**src/rtl/remote_pkg.sv**
```systemverilog
// Shared key codes and control states for the TV command unit.
// Used by tv_command_unit and its timer sub-module.
package remote_pkg;

  localparam logic [7:0] KEY_DIGIT_MAX = 8'h09;
  localparam logic [7:0] KEY_CH_UP     = 8'h10;
  localparam logic [7:0] KEY_CH_DOWN   = 8'h11;
  localparam logic [7:0] KEY_VOL_UP    = 8'h20;
  localparam logic [7:0] KEY_VOL_DOWN  = 8'h21;
  localparam logic [7:0] KEY_MUTE      = 8'h30;
  localparam logic [7:0] KEY_POWER     = 8'h40;

  typedef enum logic [1:0] {
    OFF,
    IDLE,
    DIGIT1
  } state_e;

  function automatic logic is_digit(input logic [7:0] k);
    return k <= KEY_DIGIT_MAX;
  endfunction

  function automatic logic is_known(input logic [7:0] k);
    return is_digit(k)
        || k == KEY_CH_UP    || k == KEY_CH_DOWN
        || k == KEY_VOL_UP   || k == KEY_VOL_DOWN
        || k == KEY_MUTE     || k == KEY_POWER;
  endfunction

endpackage

```
**src/rtl/tv_command_unit_cycle_timer.sv**
```systemverilog
// Loadable down-counter; o_expired is high during the cycle in which
// the count steps from 1 to 0, so it is seen exactly MAX cycles after load.
module cycle_timer #(
  parameter int unsigned MAX = 1,
  localparam int W = (MAX < 1) ? 1 : $clog2(MAX + 1)
) (
  input  logic i_clk,
  input  logic i_rst,
  input  logic i_load,
  input  logic i_clear,
  output logic o_expired
);

  logic [W-1:0] r_cnt;

  // load has priority over clear; otherwise count down to zero and stop
  always_ff @(posedge i_clk or posedge i_rst) begin
    if (i_rst) begin
      r_cnt <= '0;
    end else if (i_load) begin
      r_cnt <= W'(MAX);
    end else if (i_clear) begin
      r_cnt <= '0;
    end else if (r_cnt != '0) begin
      r_cnt <= r_cnt - W'(1);
    end
  end

  assign o_expired = (r_cnt == W'(1));

endmodule

```
**src/rtl/tv_command_unit.sv**
```systemverilog
// TV command unit: remote key codes -> power/channel/volume/mute state.
// Optional macro REMOTE_HOLDOFF_EN filters repeats of the same key.
module tv_command_unit
  import remote_pkg::*;
#(
  parameter int unsigned CH_MIN         = 1,
  parameter int unsigned CH_MAX         = 99,
  parameter int unsigned VOL_MAX        = 63,
  parameter int unsigned VOL_INIT       = 16,
  parameter int unsigned DIGIT_TIMEOUT  = 1000,
  parameter int unsigned HOLDOFF_CYCLES = 100
) (
  input  logic       clk,
  input  logic       reset,
  input  logic       ready,
  input  logic [7:0] remote_key,
  output logic       power_on,
  output logic [6:0] channel,
  output logic [5:0] volume,
  output logic       mute,
  output logic       digit_pending,
  output logic       cmd_valid
);

  state_e     r_state;
  logic       r_ready_d;
  logic       r_key_v;
  logic [7:0] r_key;
  logic [3:0] r_digit;
  logic       r_power;
  logic [6:0] r_chan;
  logic [5:0] r_vol;
  logic       r_mute;
  logic       r_pend;
  logic       r_cmd;

  logic       w_go;
  logic       w_known;
  logic       w_is_dig;
  logic       w_hold_blk;
  logic       w_dig_load;
  logic       w_dig_clr;
  logic       w_dig_exp;
  logic [6:0] w_two;
  logic [6:0] w_one;
  logic       w_two_ok;
  logic       w_one_ok;

  // capture one key per rising edge of ready
  always_ff @(posedge clk or posedge reset) begin
    if (reset) begin
      r_ready_d <= 1'b0;
      r_key_v   <= 1'b0;
      r_key     <= '0;
    end else begin
      r_ready_d <= ready;
      r_key_v   <= ready & ~r_ready_d;
      if (ready & ~r_ready_d) r_key <= remote_key;
    end
  end

  assign w_go     = r_key_v & ~w_hold_blk;
  assign w_known  = is_known(r_key);
  assign w_is_dig = is_digit(r_key);
  assign w_two    = 7'(r_digit) * 7'd10 + 7'(r_key[3:0]);
  assign w_one    = 7'(r_digit);
  assign w_two_ok = (w_two >= 7'(CH_MIN)) && (w_two <= 7'(CH_MAX));
  assign w_one_ok = (w_one >= 7'(CH_MIN)) && (w_one <= 7'(CH_MAX));

  assign w_dig_load = w_go && w_is_dig && (r_state == IDLE);
  assign w_dig_clr  = (r_state == DIGIT1) && ((w_go && w_known) || w_dig_exp);

  cycle_timer #(.MAX(DIGIT_TIMEOUT)) u_digit_timer (
    .i_clk     (clk),
    .i_rst     (reset),
    .i_load    (w_dig_load),
    .i_clear   (w_dig_clr),
    .o_expired (w_dig_exp)
  );

`ifdef REMOTE_HOLDOFF_EN
  logic [7:0] r_last_key;
  logic       r_hold_win;
  logic       w_hold_exp;
  logic       w_acc;

  assign w_hold_blk = r_hold_win && (r_key == r_last_key);
  assign w_acc      = w_go && w_known
                   && ((r_state != OFF) || (r_key == KEY_POWER));

  cycle_timer #(.MAX(HOLDOFF_CYCLES)) u_hold_timer (
    .i_clk     (clk),
    .i_rst     (reset),
    .i_load    (w_acc),
    .i_clear   (1'b0),
    .o_expired (w_hold_exp)
  );

  // remember the last accepted key while its repeat window is open
  always_ff @(posedge clk or posedge reset) begin
    if (reset) begin
      r_last_key <= '0;
      r_hold_win <= 1'b0;
    end else if (w_acc) begin
      r_last_key <= r_key;
      r_hold_win <= 1'b1;
    end else if (w_hold_exp) begin
      r_hold_win <= 1'b0;
    end
  end
`else
  assign w_hold_blk = 1'b0;
`endif

  // control FSM with registered outputs
  always_ff @(posedge clk or posedge reset) begin
    if (reset) begin
      r_state <= OFF;
      r_power <= 1'b0;
      r_chan  <= 7'(CH_MIN);
      r_vol   <= 6'(VOL_INIT);
      r_mute  <= 1'b0;
      r_pend  <= 1'b0;
      r_cmd   <= 1'b0;
      r_digit <= '0;
    end else begin
      r_cmd <= 1'b0;
      unique case (r_state)
        OFF: begin
          if (w_go && r_key == KEY_POWER) begin
            r_state <= IDLE;
            r_power <= 1'b1;
            r_cmd   <= 1'b1;
          end
        end
        default: begin
          if (w_go && w_known) begin
            r_cmd   <= 1'b1;
            r_state <= IDLE;
            r_pend  <= 1'b0;
            if (w_is_dig) begin
              if (r_state == IDLE) begin
                r_digit <= r_key[3:0];
                r_state <= DIGIT1;
                r_pend  <= 1'b1;
              end else if (w_two_ok) begin
                r_chan <= w_two;
              end
            end else begin
              case (r_key)
                KEY_CH_UP:
                  r_chan <= (r_chan >= 7'(CH_MAX)) ? 7'(CH_MIN)
                                                   : r_chan + 7'd1;
                KEY_CH_DOWN:
                  r_chan <= (r_chan <= 7'(CH_MIN)) ? 7'(CH_MAX)
                                                   : r_chan - 7'd1;
                KEY_VOL_UP: begin
                  r_vol  <= (r_vol >= 6'(VOL_MAX)) ? 6'(VOL_MAX)
                                                   : r_vol + 6'd1;
                  r_mute <= 1'b0;
                end
                KEY_VOL_DOWN: begin
                  r_vol  <= (r_vol == 6'd0) ? 6'd0 : r_vol - 6'd1;
                  r_mute <= 1'b0;
                end
                KEY_MUTE:
                  r_mute <= ~r_mute;
                KEY_POWER: begin
                  r_state <= OFF;
                  r_power <= 1'b0;
                end
                default: ;
              endcase
            end
          end else if (r_state == DIGIT1 && w_dig_exp) begin
            r_state <= IDLE;
            r_pend  <= 1'b0;
            if (w_one_ok) r_chan <= w_one;
          end
        end
      endcase
    end
  end

  assign power_on      = r_power;
  assign channel       = r_chan;
  assign volume        = r_vol;
  assign mute          = r_mute;
  assign digit_pending = r_pend;
  assign cmd_valid     = r_cmd;

endmodule

```
**config.mk**
```make
export PLATFORM = sky130hd
export DESIGN_NAME = tv_command_unit
export DESIGN_NICKNAME = d
export VERILOG_FILES = /design/src/rtl/remote_pkg.sv /design/src/rtl/tv_command_unit_cycle_timer.sv /design/src/rtl/tv_command_unit.sv
export SDC_FILE = /design/constraint.sdc
export NUM_CORES = 1
export LEC_CHECK = 0
export BUFFER_PORTS_ARGS = -buffer_cell sky130_fd_sc_hd__buf_2
export CORE_MARGIN = 3
export CORE_UTILIZATION = 54
export CTS_CLUSTER_DIAMETER = 50
export DETAILED_ROUTE_END_ITERATION = 7
export PLACE_DENSITY = 0.86
export REMOVE_ABC_BUFFERS = 1
export SYNTH_ARGS = -nofsm -noshare
export SYNTH_HDL_FRONTEND = slang
export SYNTH_SLANG_ARGS = --single-unit
```
**constraint.sdc**
```tcl
create_clock -name clk -period 3 [get_ports clk]
set_clock_uncertainty 0.05 [all_clocks]
set_input_delay 0.6 -clock clk [delete_from_list [all_inputs] [get_ports clk]]
set_output_delay 0.6 -clock clk [all_outputs]
set_load 0.1 [all_outputs]
```
After elaboration in Yosys (flattened, before gate mapping) --
Cells that the tools add are included.
Word-level totals: register bits 43, input port bits 11
Cells by class: multiplexer cells 35, order comparisons 8, add/sub/neg operators 6, $mul 1, equality and inequality tests 14, reductions and logical operators 34, bitwise gates (word level) 5
Operators by type and width (number):
- 2-to-1 mux 7 bit | 8
- 2-to-1 mux 10 bit | 3
- == test 8 x 6 -> 1 bit (second input constant) | 3
- == test 8 x 5 -> 1 bit (second input constant) | 2
- AND reduction 4 bit | 4
- one-hot mux 7 bit (2 select lines) | 1
- 2-to-1 mux 1 bit | 13
- 2-to-1 mux 2 bit | 6
- 2-to-1 mux 6 bit | 2
- one-hot mux 6 bit (2 select lines) | 1
- nonzero test 2 bit | 6
- == test 10 x 1 -> 1 bit (second input constant) | 1
- nonzero test 10 bit | 1
- subtractor 10 x 1 -> 10 bit (second input constant) | 1
- == test 8 x 7 -> 1 bit (second input constant) | 1
- <= comparator 8 x 4 -> 1 bit (second input constant) | 1
- logical AND 1 bit | 8
- adder 7 x 1 -> 7 bit (second input constant) | 1
- adder 7 x 4 -> 7 bit | 1
- >= comparator 7 x 1 -> 1 bit (second input constant) | 1
- >= comparator 7 bit (second input constant) | 1
- <= comparator 4 x 7 -> 1 bit (second input constant) | 1
- <= comparator 7 x 1 -> 1 bit (second input constant) | 1
- <= comparator 7 bit (second input constant) | 1
- other kinds (22) | 34

Depth between registers and ports, before layout --
word-level depth 12, depth in mapped cells 10

Modules after synthesis --
From an unflattened synthesis, not the netlist that was laid out.
Second synthesis, totals: cell total of the unflattened synthesis 355, area, all modules 3190.6 um2
Modules (own cells, without submodules):
- tv_command_unit | sequential area each 828.3 um2, cells an instance 287, area an instance 2548.7 um2, instances 1
- cycle_timer | sequential area each 250.2 um2, cells an instance 68, area an instance 641.9 um2, instances 1

Least setup slack after synthesis --
No wires, ideal clock.
path kind reg2reg, start point register r_digit[1], end point register r_chan[4], in the netlist channel[4], setup time 0.126 ns, setup slack -0.141 ns, data required time 2.824 ns, data arrival time 2.965 ns, clock period less this slack 3.141 ns, cell stages (with the launch flop) 11, path through dfrtp_1 ha_1 ha_1 inv_1 fa_1 nor2b_1 a221oi_1 nor2b_1 or3b_2 nand3_2 mux2_2
Between the ends: cells in the longest elaborated chain, start to end 6
RTL lines:
- start: declaration | line tv_command_unit.sv:29 | logic [3:0] r_digit;
- start signal: assignment | line tv_command_unit.sv:143 | r_digit <= r_key[3:0];
- multiplier 4 x 3 -> 6 bit | line tv_command_unit.sv:65 | assign w_two = 7'(r_digit) * 7'd10 + 7'(r_key[3:0]);
- adder 7 x 4 -> 7 bit | line tv_command_unit.sv:65
- >= comparator 7 x 1 -> 1 bit (tied with other cells) | line tv_command_unit.sv:67 | assign w_two_ok = (w_two >= 7'(CH_MIN)) && (w_two <= 7'(CH_MAX));
- logical AND 1 bit or 2-to-1 mux 7 bit (tied branches) | line tv_command_unit.sv:67, tv_command_unit.sv:142
- != test 3 bit (no line) or 2-to-1 mux 7 bit (tied branches)
- AND reduction 6 bit (no line) or 2-to-1 mux 7 bit (tied branches)
- end signal: assignment | line tv_command_unit.sv:120 | r_chan <= 7'(CH_MIN);
- end signal: assignment | line tv_command_unit.sv:147 | r_chan <= w_two;
- end signal: assignment | line tv_command_unit.sv:152 | r_chan <= (r_chan >= 7'(CH_MAX)) ? 7'(CH_MIN)
- end: declaration | line tv_command_unit.sv:31 | logic [6:0] r_chan;
Several ways; a longest one is shown, not always the timed one. The select of a mux whose other input is x is not followed. A chain may end at the register's enable or synchronous reset.

Worst setup path after layout --
start point register r_digit[1], end point register r_chan[3], in the netlist channel[3]
Same word-level chain as after synthesis.

==> impl_metrics.csv <==
group,metric,value,unit
die,die_h,81.39,microns
placed_design,place_congestion,0.8785,
global_route,grt_pass1_wl,12350,microns
synthesis,synth_top_family_by_area,"simple AND/OR/NAND/NOR gates",
power,power_switching,0.6578,mW
worst_hold_path,holdCritStartpoint,"ready",
global_route,overflow,0,
power,intPower,1.129,mW
synthesis,ys_ff_latch,43,
critical_path,reg2reg_depth,11,
synthesis,synth-main-ff-cell,"dfrtp_1",
critical_path,worst_setup_path_end_kind,"flop",
placed_design,hpwl,5476,microns
synthesis,ys_seq_area_frac,0.3514,
layout,drive_gt1_frac,0.2390,
synthesis,yosys.area_share.simple,0.2556,
clocking,clock_sinks,43,
global_route,grt_max_degree,25,
layout,nFillCells,408,
layout,fin_util,0.6732,
layout,multi_input_area,0.001958,sq mm
synthesis,synth.avg_cell_area,8.948,sq um
power,p_leak,1.578,nW
synthesis,async_reset_ff_frac,1.000,
placed_design,place.port_buffers,27,
global_route,antenna_found_initial,0,
flow_run,drv_cap,0,
synthesis,synth_area,0.003069,sq mm
synthesis,synth.top_cell.area_share,0.3343,
synthesis,netlist_instances,343,
synthesis,synthMuxAreaShare,0.07175,
synthesis,synth_compound_area_frac,0.1688,
global_route,met3_usage,0.03437,
critical_path,cp-start-kind,"flop",
clocking,clock_path_buffers,2,
critical_path,worst-path-max-fanout,6,
clocking,cts_max_level,2,
clocking,numCtsBuffers,5,
route,routed_via_density,6.330,
critical_path,critical_path_arrival,3.20,ns
run_status,status,"finished, violations left",
synthesis,synth_xor_area_frac,0.04566,
timing,min_period_over_period,1.023,
power,p_per_area,500.6,mW/mm^2
timing,hold-worst-slack,0.3764,ns
synthesis,yosysUniqueCellTypes,64,
synthesis,netlist_top_cells_count,"dfrtp_1 (41), nand2_1 (30), nor2_1 (23)",
route,drtPass1Iterations,5,
die,start_util,0.5788,
route,wl_per_cell,16.61,microns
power,power_frac_comb,0.321,
clocking,cts.clk_slew.worst_paths,0.09,ns
worst_hold_path,hold_depth,1,
timing,slew_viol_final,0,
global_route,busiest_layer,"met2",
clocking,cts_root_buf,"clkbuf_8",
synthesis,synth_edf_count,0,
synthesis,synthAdderAreaFrac,0.07012,
timing,worst_slack,-0.06942,ns
layout,postLayoutCellArea,0.003570,sq mm
timing,min_period,3.069,ns
power,pwr-share-seq,0.448,
layout,diodes,0,
die,die_w,81.39,microns
timing,tns,-0.3381,ns
timing,tightestPinTransition,0.9139,ns
power,switching_share,0.3681,
synthesis,yosys.area.top_type,"dfrtp_1",
run_status,violations,"setup timing",
critical_path,required,3.13,ns
synthesis,synth.most_common_cell,"dfrtp_1",
global_route,use_met1,0.3139,
layout,area_growth,16.31,%
die,core_area,0.005303,sq mm
route,drc,0,
placed_design,place_area,0.003378,sq mm
route,antenna_left,0,
critical_path,worstSetupStartpoint,"r_digit[1]$_DFFE_PP0P_",
timing,rsz0062_at_grt,"true",
global_route,track_usage,0.2353,
worst_hold_path,hold_path.class,"input pin to flop",
critical_path,crit-reg2reg-launch,"r_digit[1]$_DFFE_PP0P_",
clocking,cts_tree,"built",
synthesis,synth_area_leaders,"dfrtp_1 (33%), ha_1 (5.7%), mux2_2 (5.5%)",
layout,nNetsFinal,411,
die,boundaryPins,28,
route,postRouteWirelength,7557,microns
route,drt_iter0_drc,241,
timing,fmax,0.3258,GHz
die,dieArea,0.006624,sq mm
power,ir_drop,0.4055,mV
synthesis,yosys_warnings,0,
clocking,worstSkewPairLatency,0.29,ns
timing,hold_viol_final,0,
critical_path,crit_type,"flop to flop",
global_route,grt_use_met2,0.3958,
layout,seqCellArea,0.001079,sq mm
route,dr_total_vias,2880,
timing,maxSlewHeadroom,0.3901,
global_route,grt_pass1_vias,2679,
timing,setup_violations,7,
power,p_clk_frac,0.231,
die,rows,26,
[layout make-up]
class | count | share of cell area
multi-input combinational | 270 | 0.5485
sequential | 43 | 0.3021
inverter | 19 | 0.01998
tap | 70 | 0.02454
clock inverter | 1 | 0.002103
clock buffer | 7 | 0.02699
timing repair buffer | 45 | 0.07571
[power by group through the flow]
stage | Combinational [mW] | Clock [mW] | Sequential [mW]
after floorplan | 0.361 | 0 | 0.834
after global placement | 0.520 | 0 | 0.801
final | 0.573 | 0.413 | 0.801
after global routing | 0.637 | 0.441 | 0.816
after detailed placement | 0.541 | 0 | 0.807
after CTS | 0.554 | 0.416 | 0.797
[stage by stage]
step,power [mW],cells,setup WS [ns]
global placement,1.321,446,-0.1184
detailed placement,1.348,446,-0.1876
global route,1.894,455,-0.2575
finish,1.787,455,-0.06942
CTS,1.767,454,-0.02751
floorplan,1.195,332,-0.1411
[logic make-up (layout without fill, tap and decap cells)]
logic type,after synthesis,in the layout
XOR/XNOR,16,16
buffers and inverters,30,72
AO/OA/AOI/OAI,78,78
multiplexers,20,20
AND/OR/NAND/NOR,140,140
adder cells (fa/ha/maj),16,16
flip-flops,43,43
[routing by layer]
metal	vias up	share of wire	wire, microns
met1	1377	0.43	3251
met5	-	0	0
met4	0	0.014	104
met3	17	0.068	512
met2	140	0.49	3688
li1	1346	-	-
[repair_timing]
action,4_1_cts,5_1_grt
setup endpoints to repair,7,7
hold buffers,0,0
pin swaps,3,4
resized for setup,7,11
setup buffers,0,1
[flip-flops by register name, indices dropped and copies added, names as in the netlist]
signal,flops
r_digit,4
r_state,2
r_key,8
r_ready_d,1
channel,7
digit_pending,1
cmd_valid,1
mute,1
volume,6
r_key_v,1
u_digit_timer.r_cnt,10
power_on,1
[critical path: stages (launching register included)]
cell and delay (ns):
dfrtp_1 0.39, ha_1 0.28, ha_2 0.16, inv_2 0.03, fa_2 0.55, nor2b_1 0.27
a221oi_4 0.07, buf_4 0.14, nor4_1 0.28, nand3_1 0.23, nand3_4 0.19, mux2_4 0.32
[cells in the final DEF (no fill, tap or decap), drive strengths merged, types with 15 or more instances in the layout]
cell type | Yosys | final
buf | 0 | 45
dfrtp | 41 | 41
nand2 | 30 | 30
nor2 | 24 | 24
o21ai | 22 | 22
inv | 19 | 19
nor3 | 16 | 16
mux2 | 16 | 16
nand3 | 15 | 15
[final timing paths]
path,endpoint,slack [ns]
worst max-delay path,channel[3]$_DFFE_PP0P_,-0.07
worst min-delay path,r_ready_d$_DFF_PP0_,0.38
worst max register to register,channel[3]$_DFFE_PP0P_,-0.07
worst min register to register,power_on$_DFFE_PP0P_,0.46
max in group asynchronous,channel[0]$_DFFE_PP1P_,1.72
min in group asynchronous,volume[5]$_DFFE_PP0P_,0.44
Note: power is estimated with default switching activity, not from simulation.
